<file path="config.mk">
export PLATFORM = sky130hd
export DESIGN_NAME = wb_port_arbiter
export DESIGN_NICKNAME = d
export VERILOG_FILES = /design/src/rtl/wb_port_arbiter.sv
export SDC_FILE = /design/constraint.sdc
export NUM_CORES = 1
export LEC_CHECK = 0
export CELL_PAD_IN_SITES_DETAIL_PLACEMENT = 2
export CELL_PAD_IN_SITES_GLOBAL_PLACEMENT = 2
export CORE_UTILIZATION = 34
export DETAILED_ROUTE_END_ITERATION = 8
export PLACE_DENSITY_LB_ADDON = 0.1
export SYNTH_ARGS = -nofsm -noshare
export SYNTH_HDL_FRONTEND = slang
export SYNTH_SLANG_ARGS = --single-unit
</file>
<file path="constraint.sdc">
create_clock -name clk -period 5.3 [get_ports clk]
set_input_delay 0.53 -clock clk [delete_from_list [all_inputs] [get_ports clk]]
set_output_delay 0.53 -clock clk [all_outputs]
set_load 0.02 [all_outputs]
</file>
<file path="src/rtl/wb_port_arbiter.sv">
// Register-file write-port arbiter: the in-order writeback stream and the MDU result channel share one port.
// Pipeline has priority; a colliding MDU result is parked, drained when the port frees up or forced after starvation.
//
// Ports:
//   clk, rst (async, active-low)
//   pipe_we/pipe_rd/pipe_wdata : MEM/WB writeback request
//   mdu_valid/mdu_rd/mdu_wdata : MDU result, accepted when mdu_ready
//   mdu_ready                  : arbiter idle, no result parked
//   stall_pipe                 : one-cycle pipeline freeze to drain a starved result
//   rf_we/rf_waddr/rf_wdata    : registered register-file write port
//   drop_pulse                 : parked/incoming MDU result discarded (WAW)
module wb_port_arbiter #(
    parameter int DATA_W       = 32,
    parameter int ADDR_W       = 5,
    parameter int STARVE_LIMIT = 4
) (
    input  logic              clk,
    input  logic              rst,
    input  logic              pipe_we,
    input  logic [ADDR_W-1:0] pipe_rd,
    input  logic [DATA_W-1:0] pipe_wdata,
    input  logic              mdu_valid,
    input  logic [ADDR_W-1:0] mdu_rd,
    input  logic [DATA_W-1:0] mdu_wdata,
    output logic              mdu_ready,
    output logic              stall_pipe,
    output logic              rf_we,
    output logic [ADDR_W-1:0] rf_waddr,
    output logic [DATA_W-1:0] rf_wdata,
    output logic              drop_pulse
);

    // wait_cnt only has to reach STARVE_LIMIT-1
    localparam int CNT_W = (STARVE_LIMIT < 2) ? 1 : $clog2(STARVE_LIMIT);
    localparam logic [CNT_W-1:0] CNT_MAX = CNT_W'(STARVE_LIMIT - 1);

    localparam logic [1:0] S_IDLE  = 2'd0;
    localparam logic [1:0] S_PEND  = 2'd1;
    localparam logic [1:0] S_FORCE = 2'd2;

    logic [1:0]        state_q, state_d;
    logic [ADDR_W-1:0] buf_rd_q, buf_rd_d;
    logic [DATA_W-1:0] buf_data_q, buf_data_d;
    logic [CNT_W-1:0]  wait_cnt_q, wait_cnt_d;
    logic              rf_we_q, rf_we_d;
    logic [ADDR_W-1:0] rf_waddr_q, rf_waddr_d;
    logic [DATA_W-1:0] rf_wdata_q, rf_wdata_d;
    logic              drop_q, drop_d;

    logic pw;
    logic mdu_acc;
    logic mdu_live;

    // Writes to x0 never occupy the port
    assign pw       = pipe_we && (pipe_rd != '0);
    assign mdu_ready = rst && (state_q == S_IDLE);
    assign mdu_acc  = mdu_valid && mdu_ready;
    assign mdu_live = mdu_acc && (mdu_rd != '0);
    assign stall_pipe = rst && (state_q == S_FORCE);

    always_comb begin
        state_d    = state_q;
        buf_rd_d   = buf_rd_q;
        buf_data_d = buf_data_q;
        wait_cnt_d = wait_cnt_q;
        rf_we_d    = 1'b0;
        rf_waddr_d = rf_waddr_q;
        rf_wdata_d = rf_wdata_q;
        drop_d     = 1'b0;

        case (state_q)
            S_IDLE: begin
                if (pw) begin
                    rf_we_d    = 1'b1;
                    rf_waddr_d = pipe_rd;
                    rf_wdata_d = pipe_wdata;
                    if (mdu_live) begin
                        if (mdu_rd == pipe_rd) begin
                            // Younger pipeline write supersedes the MDU result
                            drop_d = 1'b1;
                        end else begin
                            buf_rd_d   = mdu_rd;
                            buf_data_d = mdu_wdata;
                            wait_cnt_d = '0;
                            state_d    = S_PEND;
                        end
                    end
                end else if (mdu_live) begin
                    rf_we_d    = 1'b1;
                    rf_waddr_d = mdu_rd;
                    rf_wdata_d = mdu_wdata;
                end
            end

            S_PEND: begin
                if (!pw) begin
                    rf_we_d    = 1'b1;
                    rf_waddr_d = buf_rd_q;
                    rf_wdata_d = buf_data_q;
                    wait_cnt_d = '0;
                    state_d    = S_IDLE;
                end else begin
                    rf_we_d    = 1'b1;
                    rf_waddr_d = pipe_rd;
                    rf_wdata_d = pipe_wdata;
                    if (pipe_rd == buf_rd_q) begin
                        drop_d     = 1'b1;
                        wait_cnt_d = '0;
                        state_d    = S_IDLE;
                    end else if (wait_cnt_q == CNT_MAX) begin
                        state_d = S_FORCE;
                    end else begin
                        wait_cnt_d = wait_cnt_q + 1'b1;
                    end
                end
            end

            S_FORCE: begin
                // Pipeline is frozen; its request is re-presented next cycle
                rf_we_d    = 1'b1;
                rf_waddr_d = buf_rd_q;
                rf_wdata_d = buf_data_q;
                wait_cnt_d = '0;
                state_d    = S_IDLE;
            end

            default: begin
                wait_cnt_d = '0;
                state_d    = S_IDLE;
            end
        endcase
    end

    always_ff @(posedge clk or negedge rst) begin
        if (!rst) begin
            state_q    <= S_IDLE;
            buf_rd_q   <= '0;
            buf_data_q <= '0;
            wait_cnt_q <= '0;
            rf_we_q    <= 1'b0;
            rf_waddr_q <= '0;
            rf_wdata_q <= '0;
            drop_q     <= 1'b0;
        end else begin
            state_q    <= state_d;
            buf_rd_q   <= buf_rd_d;
            buf_data_q <= buf_data_d;
            wait_cnt_q <= wait_cnt_d;
            rf_we_q    <= rf_we_d;
            rf_waddr_q <= rf_waddr_d;
            rf_wdata_q <= rf_wdata_d;
            drop_q     <= drop_d;
        end
    end

    assign rf_we      = rf_we_q;
    assign rf_waddr   = rf_waddr_q;
    assign rf_wdata   = rf_wdata_q;
    assign drop_pulse = drop_q;

endmodule
</file>
==> metrics.md <==
| Metric | Value |
|---|---|
| Min cycle time layout | 3403 ps |
| Dominant cells by area after synthesis | dfrtp_1, o41ai_2, a221oi_2 |
| Critical path endpoint | rf_wdata[19]$_DFFE_PN0P_ |
| Hold Crit Class | in -> async |
| #FFs+latches synth | 80 |
| M3 GR Usage | 3.195% |
| Fraction of registers with async set/reset | 100.0% |
| CTS root buf | clkbuf_16 |
| R2R Setup Slk | 2250 ps |
| Setup ws final | 1897 ps |
| Seq/Total Area, Yosys | 41.35% |
| Fill cell count | 1423 |
| Pins Over Slew Limit | 0 |
| Crit path required time | 5520 ps |
| Cts hold-fix bufs | 0 |
| XOR/XNOR share of the synthesized area | 1.809% |
| Worst-path clk slew | 60 ps |
| Synth Area in Adders | 1.551% |
| P_leak | 2.589 nW |
| Final hold vios | 0 |
| Post-synth EDFFs | 0 |
| Worst Path Buf+Inv | 2 |
| FF-to-FF End | rf_wdata[19]$_DFFE_PN0P_ |
| Setup violators final | 0 |
| Logic pwr share | 47.8% |
| Chip Width | 121.3 µm |
| Core Region | 0.01388 mm² |
| Final ANT Viol Nets | 0 |
| Post-CTS Setup Inserts | 0 |
| Slew @ Worst Pin | 1162 ps |
| Mapped cell area | 0.004841 mm² |
| Max Freq | 0.2939 GHz |
| Worst EP arrival | 3620 ps |
| Met2 Use GR | 39.84% |
| DRC | 0 |
| Pre-CTS WS | 1530 ps |
| Pre-antenna DRT Iters | 4 |
| Psw | 1.322 mW |
| Mux contribution to synthesized area | 10.08% |
| Cell breakdown of the critical path | clkdlybuf4s50_1 -> o31ai_4 -> buf_4 -> nor2_4 -> a221oi_1 -> o41ai_1 |
| CTS max path bufs | 2 |
| Setup tns final | 0 ps |
| Fin crit share | 64.20% |
| Iteration-0 DRC Markers | 160 |
| Cts repair resizes | 0 |
| Cell family with the largest share of critical-path delay | buffers and inverters |
| Count of clock tree sinks | 80 |
| First-pass GRT wire length | 25210 µm |
| Most common cell in the netlist | dfrtp_1 |
| Simple-Gate Fraction of Synth Area | 12.28% |
| Overall Global Routing Usage | 22.56% |
| Internal | 2.017 mW |
| Antenna diode count | 0 |
| CP Max Fanout | 30 |
| Num CTS Buffers | 9 |
| Share of cells above drive strength 1 | 23.14% |
| Final HPWL DP | 10240 µm |
| Post-synth cell types | 44 |
| Initial antenna violation count | 0 |
| Post-Synthesis Cells | 427 |
| Syn avg cell area | 11.34 µm² |
| Nets | 602 |
| Core Rows | 43 |
| Die Ht | 121.3 µm |
| Vias | 4038 |
| R2R cell count | 6 |
| Initial Util | 34.87% |
| Combinational family with the most area after synthesis | compound AO/OA/AOI/OAI gates |
| H-tree levels | 3 |
| Clock skew | 11.60 ps |
| Number of global-route vias before repair | 4566 |
| Gpl congestion | 0.8011 |
| RSZ-0062 raised after global routing | false |
| CP endpoint kind | flop |
| Post-synth top cells | dfrtp_1, nor3_1, nand2_1, a221oi_2, o41ai_2 |
| Syn-to-layout area delta | 30.40% |
| Max incr delay on CP | 900 ps |
| Flop pwr share | 33.0% |
| Top cell type's share of synthesized area | 41.35% |
| Total gr overflow | 0 |
| Crit path launch type | input pin |
| Outcome | finished, final reports clean |
| GRT met1 Usage | 27.78% |
| # port buffers | 118 |
| TritonCTS clock tree | built |
| Clock group share of total power | 19.2% |
| Critical path's slowest cell | nor2_4 |
| I/O pin count | 119 |
| Routed WL | 15920 µm |
| Synthesized netlist net count | 511 |
| Yosys top cell by area | dfrtp_1 |
| Slew HR | 22.36% |
| PD cells | 529.0 mW/mm² |
| Critical path depth in cells | 6 |
| DIE AREA | 0.01472 mm² |
| Ys flop type | dfrtp_1 |
| Peak supply drop | 0.0001844 V |
| Synthesis Warnings | 0 |
| WL/cell | 22.65 µm |
| FF-to-FF Start | state_q[1]$_DFFE_PN0P_ |
| MaxCap Viol Count | 0 |
| Clock Latency Late Sink | 350 ps |
| Via/cell ratio | 5.744 |
| Synth Area in Compound Gates | 26.47% |
| Largest net degree at the start of global routing | 71 |
| GRT busiest layer | met2 |
| Critical path startpoint | pipe_we |
| Sw frac | 39.59% |
| Crit Path Category | in -> reg |
-- placed cells by master (no fill, tap or decap), drive strengths merged, types with 2 or more instances in the layout --
| master | n |
|---|---|
| xor2 | 8 |
| a221oi | 28 |
| and2 | 3 |
| nand3 | 4 |
| o21ai | 9 |
| a221o | 4 |
| ha | 6 |
| clkbuf | 11 |
| a21oi | 12 |
| xnor2 | 2 |
| inv | 6 |
| o41ai | 27 |
| clkdlybuf4s50 | 117 |
| nand4 | 2 |
| a31o | 2 |
| a31oi | 12 |
| dfrtp | 80 |
| o31ai | 2 |
| clkinv | 3 |
| o211ai | 9 |
| buf | 7 |
| nand2 | 36 |
| nor3 | 60 |
| nor2 | 16 |
| o22ai | 2 |
| mux2 | 37 |
| and3 | 4 |
| a32o | 2 |
-- registers in the layout, indices dropped and copies added, names as in the netlist --
name        cells
wait_cnt_q      2
buf_data_q     32
rf_waddr        5
drop_pulse      1
buf_rd_q        5
state_q         2
rf_wdata       32
rf_we           1
-- power by group through the flow --
stage / registers [mW] / logic [mW] / clock network, mW
2_1_floorplan: 1.23 / 0.885 / 0
6_report: 1.10 / 1.59 / 0.643
5_1_grt: 1.13 / 1.71 / 0.679
3_5_place_dp: 1.10 / 1.61 / 0
3_3_place_gp: 1.10 / 1.55 / 0
4_1_cts: 1.10 / 1.61 / 0.659
-- how the worst min path moves through the flow --
stage | startpoint | to | slack [ps] | cells past startpoint
floorplan | rst | buf_data_q[0]$_DFFE_PN0P_ | 230 | 0
global placement | rst | buf_rd_q[2]$_DFFE_PN0P_ | 430 | 1
detailed placement | rst | buf_rd_q[2]$_DFFE_PN0P_ | 430 | 1
CTS | rst | buf_rd_q[2]$_DFFE_PN0P_ | 60 | 1
global route | rst | buf_rd_q[4]$_DFFE_PN0P_ | 60 | 1
finish | rst | buf_rd_q[2]$_DFFE_PN0P_ | 50 | 1
-- layout make-up --
cell class | count | area, µm² | area share, %
clock buffer | 11 | 242.7 | 3.845
clock inverter | 5 | 56.30 | 0.8920
inverter | 6 | 22.52 | 0.3568
multi-input combinational | 297 | 2540 | 40.24
sequential | 80 | 2002 | 31.71
tap | 180 | 225.2 | 3.568
timing repair buffer | 124 | 1224 | 19.39
-- cell families (layout without fill, tap and decap cells) --
| kind of cell | after synthesis | count (layout) |
|---|---|---|
| AOI/OAI and AO/OA | 117 | 117 |
| xor gates and xnor gates | 10 | 10 |
| adders and majority gates | 6 | 6 |
| buffers and inverters | 50 | 146 |
| DFF | 80 | 80 |
| muxes | 37 | 37 |
| and+or+nand+nor | 127 | 127 |
-- stage by stage --
step | hold slack [ps] | cells | util (%) | total power, mW | cell area, µm²
after floorplan | 234.4 | 427 | - | 2.111 | 4841
after global placement | 428.2 | 687 | 43.32 | 2.652 | 6013
after detailed placement | 425.6 | 687 | 43.32 | 2.710 | 6013
after CTS | 55.58 | 703 | 45.48 | 3.378 | 6312
after global routing | 60.90 | 703 | 45.48 | 3.524 | 6312
final | 50.21 | 703 | 45.48 | 3.339 | 6312
-- per-layer routing --
metal | routed length [µm] | up-vias | share of wire (%)
met5 | 0 | - | 0
li1 | - | 1822 | -
met2 | 8212 | 85 | 52
met1 | 7051 | 2111 | 44
met4 | 258 | 0 | 1.6
met3 | 401 | 20 | 2.5
(Power assumes the default switching activity.)
==> patch 1: new RTL, same flow settings <==
Set the parameter `DATA_W` to 48 (it was 32).
--- a/src/rtl/wb_port_arbiter.sv
+++ b/src/rtl/wb_port_arbiter.sv
@@ -12,3 +12,3 @@
 module wb_port_arbiter #(
-    parameter int DATA_W       = 32,
+    parameter int DATA_W       = 48,
     parameter int ADDR_W       = 5,
Interface: changed (resized mdu_wdata, pipe_wdata and rf_wdata); port bits go from 119 to 167. No check against the original RTL was run, so the function may have changed too.
==> patch 1 against the original RTL <==
- synthesized area up 23%
- count of clock-buffer cells in the layout shrank 1
- highest routed layer unchanged
- critical endpoint is now rf_wdata[39]
- via count increased by 36%
- total power increased by 27%
- wire length rose by 34%
- design area increased by 26%
- non-clock buffer count is 48 higher
- setup slack gained 0.088 ns
- critical path type unchanged
- sequential cell count rose by 32
- largest power group unchanged
- critical path depth grew 1
==> patch 1: results (changes against the original RTL) <==
P_leak=3.057 nW (+18%); # placed instances=906 (+32%); largest net degree at the start of global routing=110 (+55%); Worst Hold Class=input port to async pin; Place WS=1.591 ns (+0.06149 ns); H-Tree Depth=3 (unchanged); Worst-path clk slew=approximately 0.07 ns; gr usage total=24.51% (+1.9 points); placer congestion estimate=0.7792 (-2.7%); largest cells by area after synthesis=dfrtp_1 (47%), mux2_2 (8.5%), nor3_1 (8.5%); Synth Instances=573 (+34%); Layout Nets=813 (+35%); worst-path maximum fanout=63 (+110%); Num CTS Buffers=9 (unchanged); first-pass GRT wire length=34,230 um (+36%); worst r2r src=state_q[1]; DRT Pass-1 Iters=4 (unchanged); drc violations=0 (unchanged); Fin Hold WS=0.1830 ns (+0.1328 ns); post-DP HPWL=13,830 um (+35%); Via Count=5,503 (+36%); R2R cell count=7 (+1); WL/cell=23.14 um (+2.2%); share of layout cells above drive strength 1=11.54% (-12 points); sequential fraction of the synthesis area=47.13% (+5.8 points); Via density=5.956 (+3.7%); Arr. time, crit path=3.54 ns (-0.08 ns); Tightest Pin Transition=1.255 ns (+0.09292 ns); worst reg-to-reg setup slack=2.33 ns (+0.08 ns); async set-reset flop share out of synthesis=100.0% (unchanged); Setup Fix Bufs, Post-CTS=0 (unchanged); CTS root buf=clkbuf_16; Post-DP Area=0.007652 mm2 (+27%); initial antenna violation count=2 (+2); Synth cell types=41 (-6.8%); Clock Skew=0.008706 ns (-0.002890 ns); worst vdd ir=0.1905 mV (+3.3%); DRT iter0 DRCs=237 (+48%); most frequent cells after synthesis=dfrtp_1 (112), nor3_1 (101), nand2_1 (57), o41ai_1 (49), a221oi_1 (48); R2R Path End=rf_wdata[9]; syn nets=689 (+35%); Resized Gates After CTS=0 (unchanged); maximum clock path buffer count=2 (unchanged); worst-skew pair later-pin latency=around 0.36 ns; Port Buffers=166 (+41%); outcome=finished clean; vias in the first global route=6,290 (+38%)
-- patch 1: worst max-delay path, cell delays in order --
cell and delay [ns]:
clkdlybuf4s50_1 0.86, o21ai_4 0.13, buf_4 0.39, nor2_4 0.49, buf_4 0.50, a221oi_1 0.15
o41ai_1 0.47
-- patch 1: final cells by class --
type	count	area, um2
antenna	2	5.005
clock buffer	10	239.0
clock inverter	6	75.07
fill	1747	8847
inverter	6	22.52
multi-input combinational	396	2835
sequential	112	2803
tap	220	275.3
timing repair buffer	172	1717
-- patch 1: worst max-delay path by stage --
stage,to,slack (ns),depth (start not counted),start
final,rf_wdata[39],1.99,7,pipe_we
after CTS,rf_wdata[39],1.98,7,pipe_we
after global routing,rf_wdata[39],1.79,7,pipe_we
after detailed placement,rf_wdata[39],1.59,7,pipe_we
after floorplan,buf_data_q[42],3.09,8,state_q[1]
after global placement,rf_wdata[43],1.77,7,pipe_we
-- patch 1: cell families (layout without fill, tap and decap cells) --
group | count (synthesis) | after routing | synth area share [%]
flip-flops | 112 | 112 | 47.13
adder cells (fa/ha/maj) | 6 | 6 | 1.262
multiplexers | 53 | 53 | 10.04
other | 0 | 2 | 0
AND/OR/NAND/NOR | 184 | 184 | 14.58
buffers and inverters | 65 | 194 | 5.807
AO/OA/AOI/OAI | 143 | 143 | 19.71
XOR/XNOR | 10 | 10 | 1.473
-- patch 1: power by group --
group | switching, W | total, W | internal [W]
Clock | 0.000341 | 0.000729 | 0.000387
Sequential | 0.000265 | 0.00152 | 0.00126
Combinational | 0.00109 | 0.00198 | 0.000892
-- patch 1: routing by layer --
layer / share of wire [%] / vias up / GRT usage, %
met4: 2.2 / 0 / 8.614
met1: 42 / 2846 / 29.01
met3: 4.7 / 33 / 5.178
li1: - / 2475 / -
met2: 51 / 149 / 43.70
met5: 0 / - / 0
==> patch 2: new RTL, same settings <==
Made on the original files. Reset style: synchronous (`rst`), changed in one clocked block. Comments in the files are not updated.
--- a/src/rtl/wb_port_arbiter.sv
+++ b/src/rtl/wb_port_arbiter.sv
@@ -133,3 +133,3 @@
 
-    always_ff @(posedge clk or negedge rst) begin
+    always_ff @(posedge clk) begin
         if (!rst) begin
Function: differs if rst is asserted again (counterexample within 4 cycles, from zero or initial values and one cycle with rst low); with rst held inactive, the same outputs for 4 cycles.
==> patch 2 against the original RTL <==
- the flow now finishes with violations (design-rule violations)
- critical endpoint is now rf_wdata[14]
- setup slack worse by 0.20 ns
- first-iteration DRC count is 29% lower
- wire length is 10% lower
- critical path depth is 2 higher
- synthesized area is 16% lower
- utilization is 2.7 points higher
- design area is 12% lower
- sequential cell count stayed put
- critical path type unchanged
- sequential share of layout area is 3.0 points lower
Power is not compared: it rests on default switching activity, and its combinational part moved more than twofold at a synthesized area within 25%.
==> patch 2: results (changes against the original RTL) <==
sequential fraction of the synthesis area=39.31% (-2.0 points); placer congestion estimate=0.7661 (-4.4%); first-pass GRT wire length=22,860 um (-9.3%); NonClk Buf Share=22.22% (+2.8 points); syn nets=495 (-3.1%); multi-input logic area=0.002278 mm2 (-10%); DRT Pass-1 Iters=6 (+2); Synth cell types=38 (-14%); multiplexer area fraction after synthesis=19.32% (+9.2 points); largest cells by area after synthesis=dfxtp_1 (39%), mux2_2 (10%), mux2i_1 (9.1%); # placed instances=642 (-6.6%); outcome=finished with violations; drc violations=10 (+10); worst-path maximum fanout=37 (+23%); Post-DP Area=0.005320 mm2 (-12%); Fill cells=1,226 (-14%); f_max=277.3 MHz (-5.7%); top_reg_cell synth=dfxtp_1; Place WS=1.307 ns (-0.2231 ns); Arr. time, crit path=3.86 ns (+0.24 ns); Clock-cell share=4.578% (-0.16 points); max incr delay on CP=0.65 ns (-0.25 ns); gr usage total=23.69% (+1.1 points); violated checks=design-rule violations; async set-reset flop share out of synthesis=0% (-100 points)
-- patch 2: cell count changes in the layout (fill, tap and decap cells not counted), sizes merged, moves of 7 or more --
cell / unedited run / this run
a31oi: 12 / 2
dfrtp: 80 / 0
dfxtp: 0 / 80
mux2i: 0 / 37
nand2: 36 / 7
nor2: 16 / 41
nor3: 60 / 3
o211ai: 9 / 2
o21ai: 9 / 42
o2bb2ai: 0 / 37
o41ai: 27 / 0
-- patch 2: routing by layer --
metal / track usage, % / wire length, um / vias up
li1: - / - / 1752
met1: 27.51 / 6362 / 1915
met2: 43.58 / 7302 / 79
met3: 6.315 / 549 / 8
met4: 4.685 / 99 / 0
met5: 0 / 0 / -
-- patch 2: power by group through the flow --
stage	clock [W]	sequential [W]	combinational, W
2_1_floorplan	0	0.000710	0.000138
3_3_place_gp	0	0.000678	0.000334
3_5_place_dp	0	0.000679	0.000344
4_1_cts	0.000579	0.000667	0.000347
5_1_grt	0.000603	0.000670	0.000368
6_report	0.000561	0.000667	0.000344
-- patch 2: cells by family (layout without fill, tap and decap cells) --
kind of cell | count (synthesis) | count (layout)
compound gates | 136 | 136
flops | 80 | 80
mux | 74 | 74
simple gates | 63 | 63
buf+inv | 42 | 145
xor+xnor | 10 | 10
fa+ha+maj | 6 | 6
-- patch 2: final timing paths --
| path | startpoint | to | cells past startpoint |
|---|---|---|---|
| setup reg to reg | state_q[1] | buf_data_q[2] | 8 |
| hold / removal | rf_wdata[18] | rf_wdata[18] | 1 |
| setup / recovery | pipe_rd[1] | rf_wdata[14] | 8 |
| hold reg to reg | rf_wdata[18] | rf_wdata[18] | 1 |
-- patch 2: critical path: cells and delay by family --
kind | cells | cell delay, ns
and+or+nand+nor | 1 | 0.61
AOI/OAI and AO/OA | 4 | 1.28
buffers and inverters | 3 | 1.41
